[src/rtl/decoder_package.sv]
// rtl/decoder_package.sv - shared FSM state type and keypad map for the key decoder
package decoder_package;

    typedef enum logic [2:0] {
        IDLE     = 3'd0,
        DEBOUNCE = 3'd1,
        COMMIT   = 3'd2,
        HOLD     = 3'd3,
        RELEASE  = 3'd4
    } decoderstate;

    // Nibble (row*4 + col) holds the hex legend printed on that key.
    localparam logic [63:0] KEY_MAP = 64'hDF0E_C987_B654_A321;

    function automatic logic [1:0] onehot_to_index(input logic [3:0] v);
        logic [1:0] idx;
        idx = '0;
        for (int i = 0; i < 4; i++) begin
            if (v[i]) begin
                idx = 2'(i);
            end
        end
        return idx;
    endfunction

endpackage

[src/rtl/key_lookup.sv]
// rtl/key_lookup.sv - combinational one-hot row/column to hex key code
module key_lookup
    import decoder_package::*;
(
    input  logic [3:0] row,
    input  logic [3:0] col,
    output logic [3:0] code
);

    logic [5:0] bit_base;

    assign bit_base = {onehot_to_index(row), onehot_to_index(col), 2'b00};
    assign code     = KEY_MAP[bit_base +: 4];

endmodule

[src/rtl/key_decoder.sv]
// rtl/key_decoder.sv - debounced 4x4 keypad decoder keeping the last two accepted keys
module key_decoder
    import decoder_package::*;
#(
    parameter int DEBOUNCE_CYCLES = 50000
) (
    input  logic       clk,
    input  logic       reset,
    input  logic [3:0] rows,
    input  logic [3:0] cols,
    input  logic       change,
    output logic [3:0] key_new,
    output logic [3:0] key_old,
    output logic       key_valid,
    output logic       busy
);

    localparam int             CW       = $clog2(DEBOUNCE_CYCLES);
    localparam logic [CW-1:0]  CNT_LAST = CW'(DEBOUNCE_CYCLES - 1);

    decoderstate   state;
    logic [CW-1:0] counter;
    logic [3:0]    cap_row;
    logic [3:0]    cap_col;
    logic [3:0]    code;
    logic          press_ok;
    logic          match;
    logic          released;

    key_lookup u_lookup (
        .row  (cap_row),
        .col  (cap_col),
        .code (code)
    );

    assign press_ok  = change && $onehot(rows) && $onehot(cols);
    assign match     = (rows == cap_row) && (cols == cap_col);
    assign released  = (cols & cap_col) == 4'b0000;
    assign key_valid = (state == COMMIT);
    assign busy      = (state != IDLE);

    always_ff @(posedge clk) begin
        if (reset) begin
            state   <= IDLE;
            counter <= '0;
            cap_row <= '0;
            cap_col <= '0;
            key_new <= '0;
            key_old <= '0;
        end else begin
            case (state)
                IDLE: begin
                    if (press_ok) begin
                        cap_row <= rows;
                        cap_col <= cols;
                        counter <= '0;
                        state   <= DEBOUNCE;
                    end
                end
                DEBOUNCE: begin
                    if (!match) begin
                        state <= IDLE;
                    end else if (counter == CNT_LAST) begin
                        state <= COMMIT;
                    end else begin
                        counter <= counter + 1'b1;
                    end
                end
                COMMIT: begin
                    key_old <= key_new;
                    key_new <= code;
                    state   <= HOLD;
                end
                HOLD: begin
                    // Extra columns alongside the held one keep us here; only a full drop counts.
                    if (released) begin
                        counter <= '0;
                        state   <= RELEASE;
                    end
                end
                RELEASE: begin
                    if (!released) begin
                        state <= HOLD;
                    end else if (counter == CNT_LAST) begin
                        state <= IDLE;
                    end else begin
                        counter <= counter + 1'b1;
                    end
                end
                default: state <= IDLE;
            endcase
        end
    end

endmodule

[config.mk]
export PLATFORM = sky130hd
export DESIGN_NAME = key_decoder
export DESIGN_NICKNAME = d
export VERILOG_FILES = /design/src/rtl/decoder_package.sv /design/src/rtl/key_lookup.sv /design/src/rtl/key_decoder.sv
export SDC_FILE = /design/constraint.sdc
export NUM_CORES = 1
export LEC_CHECK = 0
export CAP_MARGIN = 20
export CORE_MARGIN = 1
export CORE_UTILIZATION = 45
export CTS_CLUSTER_SIZE = 16
export DETAILED_ROUTE_END_ITERATION = 6
export PLACE_DENSITY = 0.72
export SYNTH_ARGS = -nofsm -noshare
export SYNTH_HDL_FRONTEND = slang
export SYNTH_SLANG_ARGS = --single-unit
export TNS_END_PERCENT = 30
[constraint.sdc]
create_clock -name clk -period 6.55 [get_ports clk]
set_clock_uncertainty 0.1 [all_clocks]
set_input_delay 0.9825 -clock clk [delete_from_list [all_inputs] [get_ports clk]]
set_output_delay 0.9825 -clock clk [all_outputs]
set_load 0.01 [all_outputs]
==> results of run 1 <==
[stage by stage]
| stage | hold slack (ns) | power, mW | util, % | cell area, µm² | instances |
|---|---|---|---|---|---|
| after floorplan | 0.3530 | 0.3185 | - | 2172 | 271 |
| after global placement | 0.3458 | 0.3462 | 52.61 | 2370 | 328 |
| after detailed placement | 0.3494 | 0.3474 | 52.61 | 2370 | 328 |
| after CTS | 0.3569 | 0.5237 | 54.92 | 2474 | 336 |
| after global routing | 0.3857 | 0.5453 | 55.22 | 2487 | 337 |
| final | 0.3545 | 0.5219 | 55.22 | 2487 | 337 |
[layer usage]
layer / GRT usage [%] / part of all wire (%)
met1: 26.61 / 49
met2: 31.22 / 44
met3: 5.204 / 4.8
met4: 6.536 / 1.3
met5: 0 / 0
[worst reg2reg max path: stages (launching register included)]
cell and delay [ns]:
dfxtp_1 0.39, or3_1 0.44, nor3_2 0.82, a211oi_2 0.13, clkbuf_8 0.24, or4_1 0.51
a21oi_1 0.16
[sequential cells by signal (all words and copies together) (netlist names)]
| name | flops |
|---|---|
| cap_row | 4 |
| counter | 16 |
| cap_col | 4 |
| state | 3 |
| key_old | 4 |
| key_new | 4 |
[power groups by stage]
stage	clock network, mW	registers, mW	logic [mW]
2_1_floorplan	0	0.223	0.0951
3_3_place_gp	0	0.231	0.115
3_5_place_dp	0	0.231	0.117
4_1_cts	0.180	0.226	0.117
5_1_grt	0.188	0.227	0.131
6_report	0.177	0.226	0.119
[placed cells by master (no fill, tap or decap), drive strengths merged, types with 2 or more instances in the layout]
| cell | n |
|---|---|
| a211o | 2 |
| a211oi | 5 |
| a21o | 2 |
| a21oi | 33 |
| a31oi | 2 |
| a41oi | 2 |
| and2 | 2 |
| clkbuf | 8 |
| clkdlybuf4s50 | 20 |
| dfxtp | 35 |
| fa | 2 |
| ha | 13 |
| inv | 18 |
| mux2i | 9 |
| nand2 | 23 |
| nand2b | 2 |
| nand3 | 10 |
| nand3b | 3 |
| nand4 | 6 |
| nand4b | 4 |
| nor2 | 25 |
| nor2b | 2 |
| nor3 | 6 |
| nor4 | 4 |
| nor4bb | 2 |
| o211ai | 2 |
| o21ai | 16 |
| or4 | 7 |
| or4b | 3 |
| xor2 | 4 |
[worst max-delay path by stage]
stage | depth (start not counted) | endpoint | slack, ns | start
6_report | 12 | counter[3] | 1.70 | cols[0]
5_1_grt | 12 | counter[3] | 1.50 | cols[0]
4_1_cts | 11 | counter[3] | 1.62 | cols[0]
3_5_place_dp | 11 | counter[3] | 1.32 | cols[0]
3_3_place_gp | 11 | counter[9] | 1.46 | cols[0]
2_1_floorplan | 11 | counter[11] | 2.81 | cols[0]
[cell type report]
class | count | area (µm²) | share of cell area [%]
Timing Repair Buffer | 22 | 221.5 | 8.903
Inverter | 19 | 71.32 | 2.867
Tap cell | 52 | 65.06 | 2.616
Multi-Input combinational cell | 201 | 1325 | 53.27
Sequential cell | 35 | 700.7 | 28.17
Clock inverter | 1 | 7.507 | 0.3018
Clock buffer | 7 | 96.34 | 3.873
[cells by family after synthesis]
logic type / Yosys count / synth area share, %
xor gates and xnor gates: 5 / 2.016
and+or+nand+nor: 103 / 26.56
DFF: 35 / 32.26
muxes: 9 / 4.148
AOI/OAI and AO/OA: 69 / 18.95
buffers and inverters: 35 / 6.739
adders and majority gates: 15 / 9.332
==> flow_metrics.env, run 1 <==
export IMPL_synth_top_cells_by_count="35 x dfxtp_1, 33 x a21oi_1, 25 x nor2_1, 23 x nand2_1, 18 x inv_1"
export IMPL_worstHoldPathType="reg2reg"
export IMPL_ys_ff_latch=35
export IMPL_cts_tree="done"
export IMPL_timing_critical_path_to_type="flop"
export IMPL_setup_slack_ns=1.705
export IMPL_wire_per_inst_um=13.99
export IMPL_start_util_pct=48.22
export IMPL_clk_pin_slew_ns=0.07
export IMPL_die_w_um=71.48
export IMPL_finalMaxSlewViolations=0
export IMPL_path_cells="clkdlybuf4s50_1, inv_1, fa_1, inv_1, ha_1, ha_1, or4b_1, nor3_2, a211oi_2, clkbuf_8, or4_1, a21oi_1"
export IMPL_status="complete, no violations"
export IMPL_required_ns=6.67
export IMPL_num_rows=24
export IMPL_worstMarginPinSlew_ns=0.9886
export IMPL_hold_start="key_old[1]"
export IMPL_max_slew_margin_rel_pct=33.73
export IMPL_viasPerCell=5.783
export IMPL_drt_iter0_markers=216
export IMPL_r2r_end="counter[3]"
export IMPL_antenna_found_initial=0
export IMPL_synth_top_cell_area_share_pct=32.26
export IMPL_fmax_ghz=0.2064
export IMPL_setup_tns_ns=0
export IMPL_numClockSinks=35
export IMPL_net_switching_power_mw=0.1621
export IMPL_ios=21
export IMPL_seq_power_share_pct=43.4
export IMPL_pre_cts_slack_ns=1.320
export IMPL_whs_path_depth=2
export IMPL_fill_cells=434
export IMPL_p_leak_nw=0.8794
export IMPL_dieArea_um2=5109
export IMPL_timing_rr_start="state[2]"
export IMPL_grt_pass1_vias=1704
export IMPL_critPathSlowestCell="nor3_2"
export IMPL_synthCells=271
export IMPL_cts_resized=0
export IMPL_clk_insertion_delay_late_ns=0.29
export IMPL_hpwl_um=3258
export IMPL_postSynthAreaPerCell_um2=8.015
export IMPL_drv_cap=0
export IMPL_share_comb_of_total_power_pct=22.8
export IMPL_path_max_fanout=21
export IMPL_r2r_cells=6
export IMPL_cp_top_family="simple AND/OR/NAND/NOR gates"
export IMPL_synth_yosys_seq_area_share_pct=32.26
export IMPL_grt_pass1_wl_um=7976
export IMPL_async_flop_share_pct=0
export IMPL_grt_max_degree=34
export IMPL_cellPowerDensity_nw_per_um2=209.8
export IMPL_design_core_area_um2=4504
export IMPL_hold_viol_final=0
export IMPL_critPathArrivalTime_ns=4.96
export IMPL_synth_edff_count=0
export IMPL_first_pass_iters=4
export IMPL_grt_usage_pct=19.83
export IMPL_worst_setup_path_type="in2reg"
export IMPL_vdd_drop_max_mv=0.09717
export IMPL_setup_viol=0
export IMPL_internal_power_mw=0.3598
export IMPL_cts_hold_buffers=0
export IMPL_fin_crit_ns=4.845
export IMPL_yosysMostFrequentCell="dfxtp_1"
export IMPL_worst_path_buf_inv=4
export IMPL_post_route_period_util_pct=73.97
export IMPL_cts_htree_levels=2
export IMPL_cts_buffer_depth=2
export IMPL_ys_warn_count=0
export IMPL_port_buffers=20
export IMPL_areaGrowthSynthToFinish_pct=14.52
export IMPL_hold_end="key_old[1]"
export IMPL_reg2reg_slack_ns=3.68
export IMPL_rsz0062_at_grt="false"
export IMPL_num_vias=1949
export IMPL_post_cts_buffers=0
export IMPL_switching_share_pct=31.06
export IMPL_synthFlopType="dfxtp_1"
export IMPL_wl_um=4713
export IMPL_drc_errors=0
export IMPL_ys_types=47
export IMPL_numCtsBuffers=5
export IMPL_die_h_um=71.48
export IMPL_syn_num_nets=297
export IMPL_place_gp_congestion=0.8386
export IMPL_synth_largest_area_cell="dfxtp_1"
export IMPL_critPathLaunchType="primary input"
export IMPL_grt_overflow_total=0
export IMPL_nets=310
export IMPL_synth_area_leaders="dfxtp_1 32%, a21oi_1 7.6%, ha_1 7.5%"
export IMPL_ant_nets=0
export IMPL_syn_area_um2=2172
export IMPL_p_clk_share_pct=33.8
export IMPL_drive_gt1_share_pct=5.263
export IMPL_cts_root_buf="clkbuf_8"
export IMPL_n_antenna_cell=0
export IMPL_max_stage_delay_ns=0.81
Note: power is estimated with default switching activity, not from simulation.
==> run 2: changes to the inputs <==
==> constraint.sdc (replaced) <==
create_clock -name clk -period 5 [get_ports clk]
set_clock_uncertainty 0.1 [all_clocks]
set_input_delay 0.75 -clock clk [delete_from_list [all_inputs] [get_ports clk]]
set_output_delay 0.75 -clock clk [all_outputs]
set_load 0.01 [all_outputs]
==> run 2 against run 1 <==
  * Via count grew 0.21%
  * Combinational power is 29% higher
  * Highest routed layer unchanged
  * Setup slack worse by 0.72 ns
  * Global-route usage is 0.11 points lower
  * Utilization shrank 0.39 points
  * Cell count up 0.30%
==> flow_metrics.env, run 2 (synthesis gave the netlist of run 1 again) <==
export IMPL_drt_iter0_markers=143
export IMPL_cts_buffer_depth=2
export IMPL_grt_use_met2_pct=33.97
export IMPL_cts_root_buf="clkbuf_8"
export IMPL_drc_errors=0
export IMPL_path_max_fanout=13
export IMPL_numCtsBuffers=5
export IMPL_cts_htree_levels=2
export IMPL_nets=311
export IMPL_finalMaxSlewViolations=0
export IMPL_hold_start="key_old[0]"
export IMPL_hold_end="key_old[0]"
export IMPL_hold_viol_final=0
export IMPL_cts_tree="done"
export IMPL_critPathArrivalTime_ns=4.12
export IMPL_ios=21
export IMPL_hpwl_um=3339
export IMPL_first_pass_iters=4
export IMPL_report_power_total_mw=0.6508
export IMPL_postPlaceCellArea_um2=2377
export IMPL_start_util_pct=48.22
export IMPL_areaGrowthSynthToFinish_pct=13.71
export IMPL_viasPerCell=5.778
export IMPL_grt_busiest_layer="met2"
export IMPL_p_leak_nw=0.8722
export IMPL_holdWs_ns=0.3559
export IMPL_whs_path_depth=2
export IMPL_max_slew_margin_rel_pct=27.87
export IMPL_drv_cap=0
export IMPL_post_route_period_util_pct=80.26
export IMPL_setup_slack_ns=0.9869
export IMPL_required_ns=5.11
export IMPL_grt_max_degree=24
export IMPL_setup_tns_ns=0
export IMPL_worstHoldPathType="reg2reg"
export IMPL_share_comb_of_total_power_pct=23.6
export IMPL_place_gp_congestion=0.8223
export IMPL_largest_reg_flops=16
export IMPL_grtUsageMet3_pct=4.079
export IMPL_pre_cts_slack_ns=0.7464
export IMPL_grt_usage_pct=19.71
export IMPL_most_common_layout_cells="35 x dfxtp_1, 33 x a21oi_1, 25 x nor2_1"
export IMPL_fill_cells=423
export IMPL_dieArea_um2=5109
export IMPL_layout_commonest_cell="dfxtp_1"
export IMPL_status="complete, no violations"
export IMPL_grt_overflow_total=0
export IMPL_clk_pin_slew_ns=0.07
export IMPL_cellPowerDensity_nw_per_um2=263.5
export IMPL_clk_insertion_delay_late_ns=0.28
export IMPL_final_cell_count_no_fill=338
export IMPL_numClockSinks=35
export IMPL_rsz0062_at_grt="false"
export IMPL_worstMarginPinSlew_ns=1.074
export IMPL_die_h_um=71.48
export IMPL_cts_hold_buffers=0
export IMPL_post_place_cells=329
export IMPL_r2r_cells=7
export IMPL_port_buffers=20
export IMPL_num_rows=24
export IMPL_fin_util_pct=54.83
export IMPL_seq_power_share_pct=45.6
export IMPL_antenna_found_initial=0
export IMPL_vdd_drop_max_mv=0.1423
export IMPL_post_cts_buffers=0
export IMPL_wire_per_inst_um=14.19
export IMPL_fin_crit_ns=4.013
export IMPL_critPathLaunchType="primary input"
export IMPL_net_switching_power_mw=0.2074
export IMPL_worst_setup_path_type="in2reg"
export IMPL_grt_pass1_wl_um=8107
export IMPL_die_w_um=71.48
export IMPL_ant_nets=0
export IMPL_fmax_ghz=0.2492
export IMPL_n_antenna_cell=0
export IMPL_switching_share_pct=31.86
export IMPL_reg2reg_slack_ns=2.38
export IMPL_design_core_area_um2=4504
export IMPL_setup_viol=0
export IMPL_p_clk_share_pct=30.8
export IMPL_final_area_um2=2470
export IMPL_cts_resized=0
export IMPL_num_vias=1953
export IMPL_regMostFlops="counter"
export IMPL_timing_critical_path_to_type="flop"
export IMPL_internal_power_mw=0.4434
export IMPL_r2r_end="counter[14]"
export IMPL_drive_gt1_share_pct=5.245
export IMPL_timing_rr_start="cap_col[1]"
export IMPL_grt_pass1_vias=1843
export IMPL_met1_usage_pct=25.02
export IMPL_wl_um=4795
[run 2: cell types whose count changed in the layout (fill, tap and decap cells not counted), sizes merged]
cell and delta:
buf +2, clkbuf -2, clkinv +1
[run 2: worst max-delay path by stage]
| stage | startpoint | end | slack [ns] | cells past startpoint |
|---|---|---|---|---|
| global placement | cols[0] | counter[14] | 0.84 | 11 |
| detailed placement | cols[0] | counter[14] | 0.75 | 11 |
| finish | cols[0] | counter[14] | 0.99 | 12 |
| CTS | cols[0] | counter[1] | 1.06 | 12 |
| floorplan | cols[0] | counter[11] | 1.49 | 11 |
| global route | cols[0] | counter[14] | 0.81 | 12 |
[run 2: area by class of cell]
type	instances	area (µm²)	area share, %
clock buffer	6	72.57	2.938
clock inverter	2	12.51	0.5066
inverter	19	71.32	2.888
multi-input combinational	201	1325	53.65
sequential	35	700.7	28.37
tap	52	65.06	2.634
timing repair buffer	23	222.7	9.017
[run 2: worst max-delay path, stage by stage]
cell	delay (ns)
clkdlybuf4s50_1	0.51
inv_1	0.07
fa_1	0.53
inv_1	0.04
ha_1	0.17
ha_1	0.27
or4b_1	0.54
nor3_2	0.22
a211oi_2	0.14
buf_4	0.23
or4_1	0.49
a21oi_1	0.15
[run 2: metal layers]
metal  up-vias  share of wire [%]  wire length [µm]
met1       911                 48              2302
met3         6                4.2               199
met5         -                  0                 0
li1        996                  -                 -
met4         0               0.88                42
met2        40                 47              2252
[run 2: power by group through the flow]
| stage | logic [mW] | registers, mW | clock network (mW) |
|---|---|---|---|
| after detailed placement | 0.151 | 0.303 | 0 |
| after floorplan | 0.125 | 0.293 | 0 |
| after global routing | 0.171 | 0.298 | 0.216 |
| after global placement | 0.150 | 0.303 | 0 |
| after CTS | 0.153 | 0.296 | 0.205 |
| final | 0.154 | 0.297 | 0.200 |
==> run 3: changes to the inputs <==
--- a/config.mk
+++ b/config.mk
@@ -10,7 +10,7 @@
 export CORE_UTILIZATION = 45
 export CTS_CLUSTER_SIZE = 16
 export DETAILED_ROUTE_END_ITERATION = 6
-export PLACE_DENSITY = 0.72
+export PLACE_DENSITY = 0.75
 export SYNTH_ARGS = -nofsm -noshare
 export SYNTH_HDL_FRONTEND = slang
 export SYNTH_SLANG_ARGS = --single-unit
==> constraint.sdc (replaced) <==
create_clock -name clk -period 3.33 [get_ports clk]
set_clock_uncertainty 0.1 [all_clocks]
set_input_delay 0.4995 -clock clk [delete_from_list [all_inputs] [get_ports clk]]
set_output_delay 0.4995 -clock clk [all_outputs]
set_load 0.01 [all_outputs]
==> run 3 against run 2 <==
  * Design area increased by 8.0%
  * Critical path type unchanged
  * Via count up 6.4%
  * Critical endpoint is now counter[15]
  * Worst hold slack improved by 0.0039 ns
  * Sequential power increased by 50%
  * Power rose by 67%
  * Global-route usage up 2.6 points
  * Cell count is 5.0% higher
  * First-iteration DRC count increased by 18%
  * Wire length is 7.4% higher
  * Clock power increased by 93%
  * Setup slack worse by 0.84 ns
  * Clock-buffer cell count down 1
==> flow_metrics.env, run 3 (synthesis gave the netlist of run 1 again) <==
export IMPL_status="complete, no violations"
export IMPL_start_util_pct=48.22
export IMPL_grt_usage_pct=22.32
export IMPL_fmax_ghz=0.3140
export IMPL_num_vias=2078
export IMPL_drv_cap=0
export IMPL_reg2reg_slack_ns=0.68
export IMPL_numCtsBuffers=5
export IMPL_hold_viol_final=0
export IMPL_required_ns=3.46
export IMPL_critPathSlowestCell="or4b_1"
export IMPL_worst_path_buf_inv=4
export IMPL_grt_pass1_wl_um=9114
export IMPL_hpwl_um=3487
export IMPL_regMostFlops="counter"
export IMPL_design_core_area_um2=4504
export IMPL_cellPowerDensity_nw_per_um2=408.3
export IMPL_viasPerCell=5.854
export IMPL_holdWs_ns=0.3598
export IMPL_timing_rr_start="cap_col[1]"
export IMPL_wl_um=5150
export IMPL_num_rows=24
export IMPL_wire_per_inst_um=14.51
export IMPL_max_slew_margin_rel_pct=35.96
export IMPL_hold_end="key_old[0]"
export IMPL_timing_critical_path_to_type="flop"
export IMPL_grt_pass1_vias=2051
export IMPL_ios=21
export IMPL_path_max_fanout=5
export IMPL_cp_top_family="simple AND/OR/NAND/NOR gates"
export IMPL_layout_commonest_cell="dfxtp_1"
export IMPL_place_gp_congestion=0.8185
export IMPL_grt_overflow_total=0
export IMPL_grt_max_degree=20
export IMPL_most_common_layout_cells="35 x dfxtp_1, 33 x a21oi_1, 25 x nor2_1"
export IMPL_dieArea_um2=5109
export IMPL_post_route_period_util_pct=95.63
export IMPL_largest_reg_flops=16
export IMPL_worst_setup_path_type="in2reg"
export IMPL_cts_htree_levels=2
export IMPL_p_leak_nw=0.9841
export IMPL_port_buffers=20
export IMPL_numClockSinks=35
export IMPL_ant_nets=0
export IMPL_finalMaxSlewViolations=0
export IMPL_rsz0062_at_grt="false"
export IMPL_whs_path_depth=2
export IMPL_cts_tree="done"
export IMPL_path_cells="dlygate4sd2_1, inv_1, fa_1, inv_1, ha_1, ha_1, or4b_4, nor3_4, buf_12, a211oi_4, or4b_1, a21oi_1"
export IMPL_r2r_cells=6
export IMPL_areaGrowthSynthToFinish_pct=22.81
export IMPL_cts_root_buf="clkbuf_8"
export IMPL_report_power_total_mw=1.089
export IMPL_nets=328
export IMPL_drc_errors=0
export IMPL_hold_start="key_old[0]"
export IMPL_r2r_end="counter[15]"
export IMPL_worstHoldPathType="reg2reg"
export IMPL_drive_gt1_share_pct=11.88
export IMPL_max_stage_delay_ns=0.55
export IMPL_cts_buffer_depth=2
export IMPL_antenna_found_initial=0
export IMPL_die_w_um=71.48
export IMPL_vdd_drop_max_mv=0.2716
export IMPL_worstMarginPinSlew_ns=0.9533
export IMPL_fill_cells=405
export IMPL_clk_insertion_delay_late_ns=0.29
export IMPL_die_h_um=71.48
export IMPL_fin_crit_ns=3.184
export IMPL_clk_pin_slew_ns=0.08
export IMPL_first_pass_iters=5
export IMPL_critPathArrivalTime_ns=3.31
export IMPL_setup_viol=0
export IMPL_n_antenna_cell=0
export IMPL_drt_iter0_markers=169
export IMPL_critPathLaunchType="primary input"
## run 3: cell count changes in the layout (fill, tap and decap cells not counted), moves of 2 or more
| cell | delta |
|---|---|
| buf_4 | +14 |
| clkdlybuf4s50_1 | -6 |
| dlygate4sd2_1 | +6 |
| a211oi_4 | +2 |
## run 3: how the worst max path moves through the flow
| stage | startpoint | end | cells past startpoint |
|---|---|---|---|
| finish | cols[0] | counter[15] | 12 |
| global route | cols[0] | counter[14] | 12 |
| CTS | cols[0] | counter[15] | 12 |
| detailed placement | cols[0] | counter[3] | 11 |
| global placement | cols[0] | counter[9] | 11 |
| floorplan | cols[0] | counter[11] | 11 |
## run 3: area by class of cell
class / count / area [µm²] / share of cell area, %
Timing Repair Buffer: 38 / 340.3 / 12.76
Inverter: 19 / 71.32 / 2.674
Tap cell: 52 / 65.06 / 2.439
Multi-Input combinational cell: 203 / 1378 / 51.64
Sequential cell: 35 / 700.7 / 26.27
Clock buffer: 5 / 68.82 / 2.580
Clock inverter: 3 / 43.79 / 1.642
## run 3: what timing repair did
item / CTS / global route
hold buffers: 0 / 0
setup buffers: 2 / 0
setup endpoints to repair: 18 / 0
resized for setup: 12 / 0
## run 3: routing by layer
| metal | part of all wire [%] | GRT usage (%) | vias to the layer above |
|---|---|---|---|
| met5 | 0 | 0 | - |
| met4 | 2.0 | 10.46 | 0 |
| met3 | 5.0 | 4.360 | 11 |
| met2 | 48 | 37.88 | 57 |
| met1 | 45 | 27.37 | 970 |
| li1 | - | - | 1040 |
## run 3: per-stage QoR
step | util, % | cells | setup slack [ns] | TNS (ns) | cell area, µm²
finish | 59.22 | 355 | 0.1457 | 0 | 2668
global route | 59.22 | 355 | 0.05259 | 0 | 2668
CTS | 59.22 | 355 | 0.1574 | 0 | 2668
detailed placement | 55.11 | 343 | -0.5786 | -10.39 | 2482
global placement | 55.11 | 343 | -0.5103 | -9.116 | 2482
floorplan | - | 271 | 0.07388 | 0 | 2172
## run 3: worst register-to-register path: cells and delay by family, from the launching register on
family	cells	cell delay, ns
compound gates	3	0.82
fa+ha+maj	1	0.20
flops	1	0.34
simple gates	2	1.14
## run 3: power breakdown
group | switching [mW] | internal (mW)
Sequential | 0.0197 | 0.427
Clock | 0.164 | 0.223
Combinational | 0.152 | 0.104
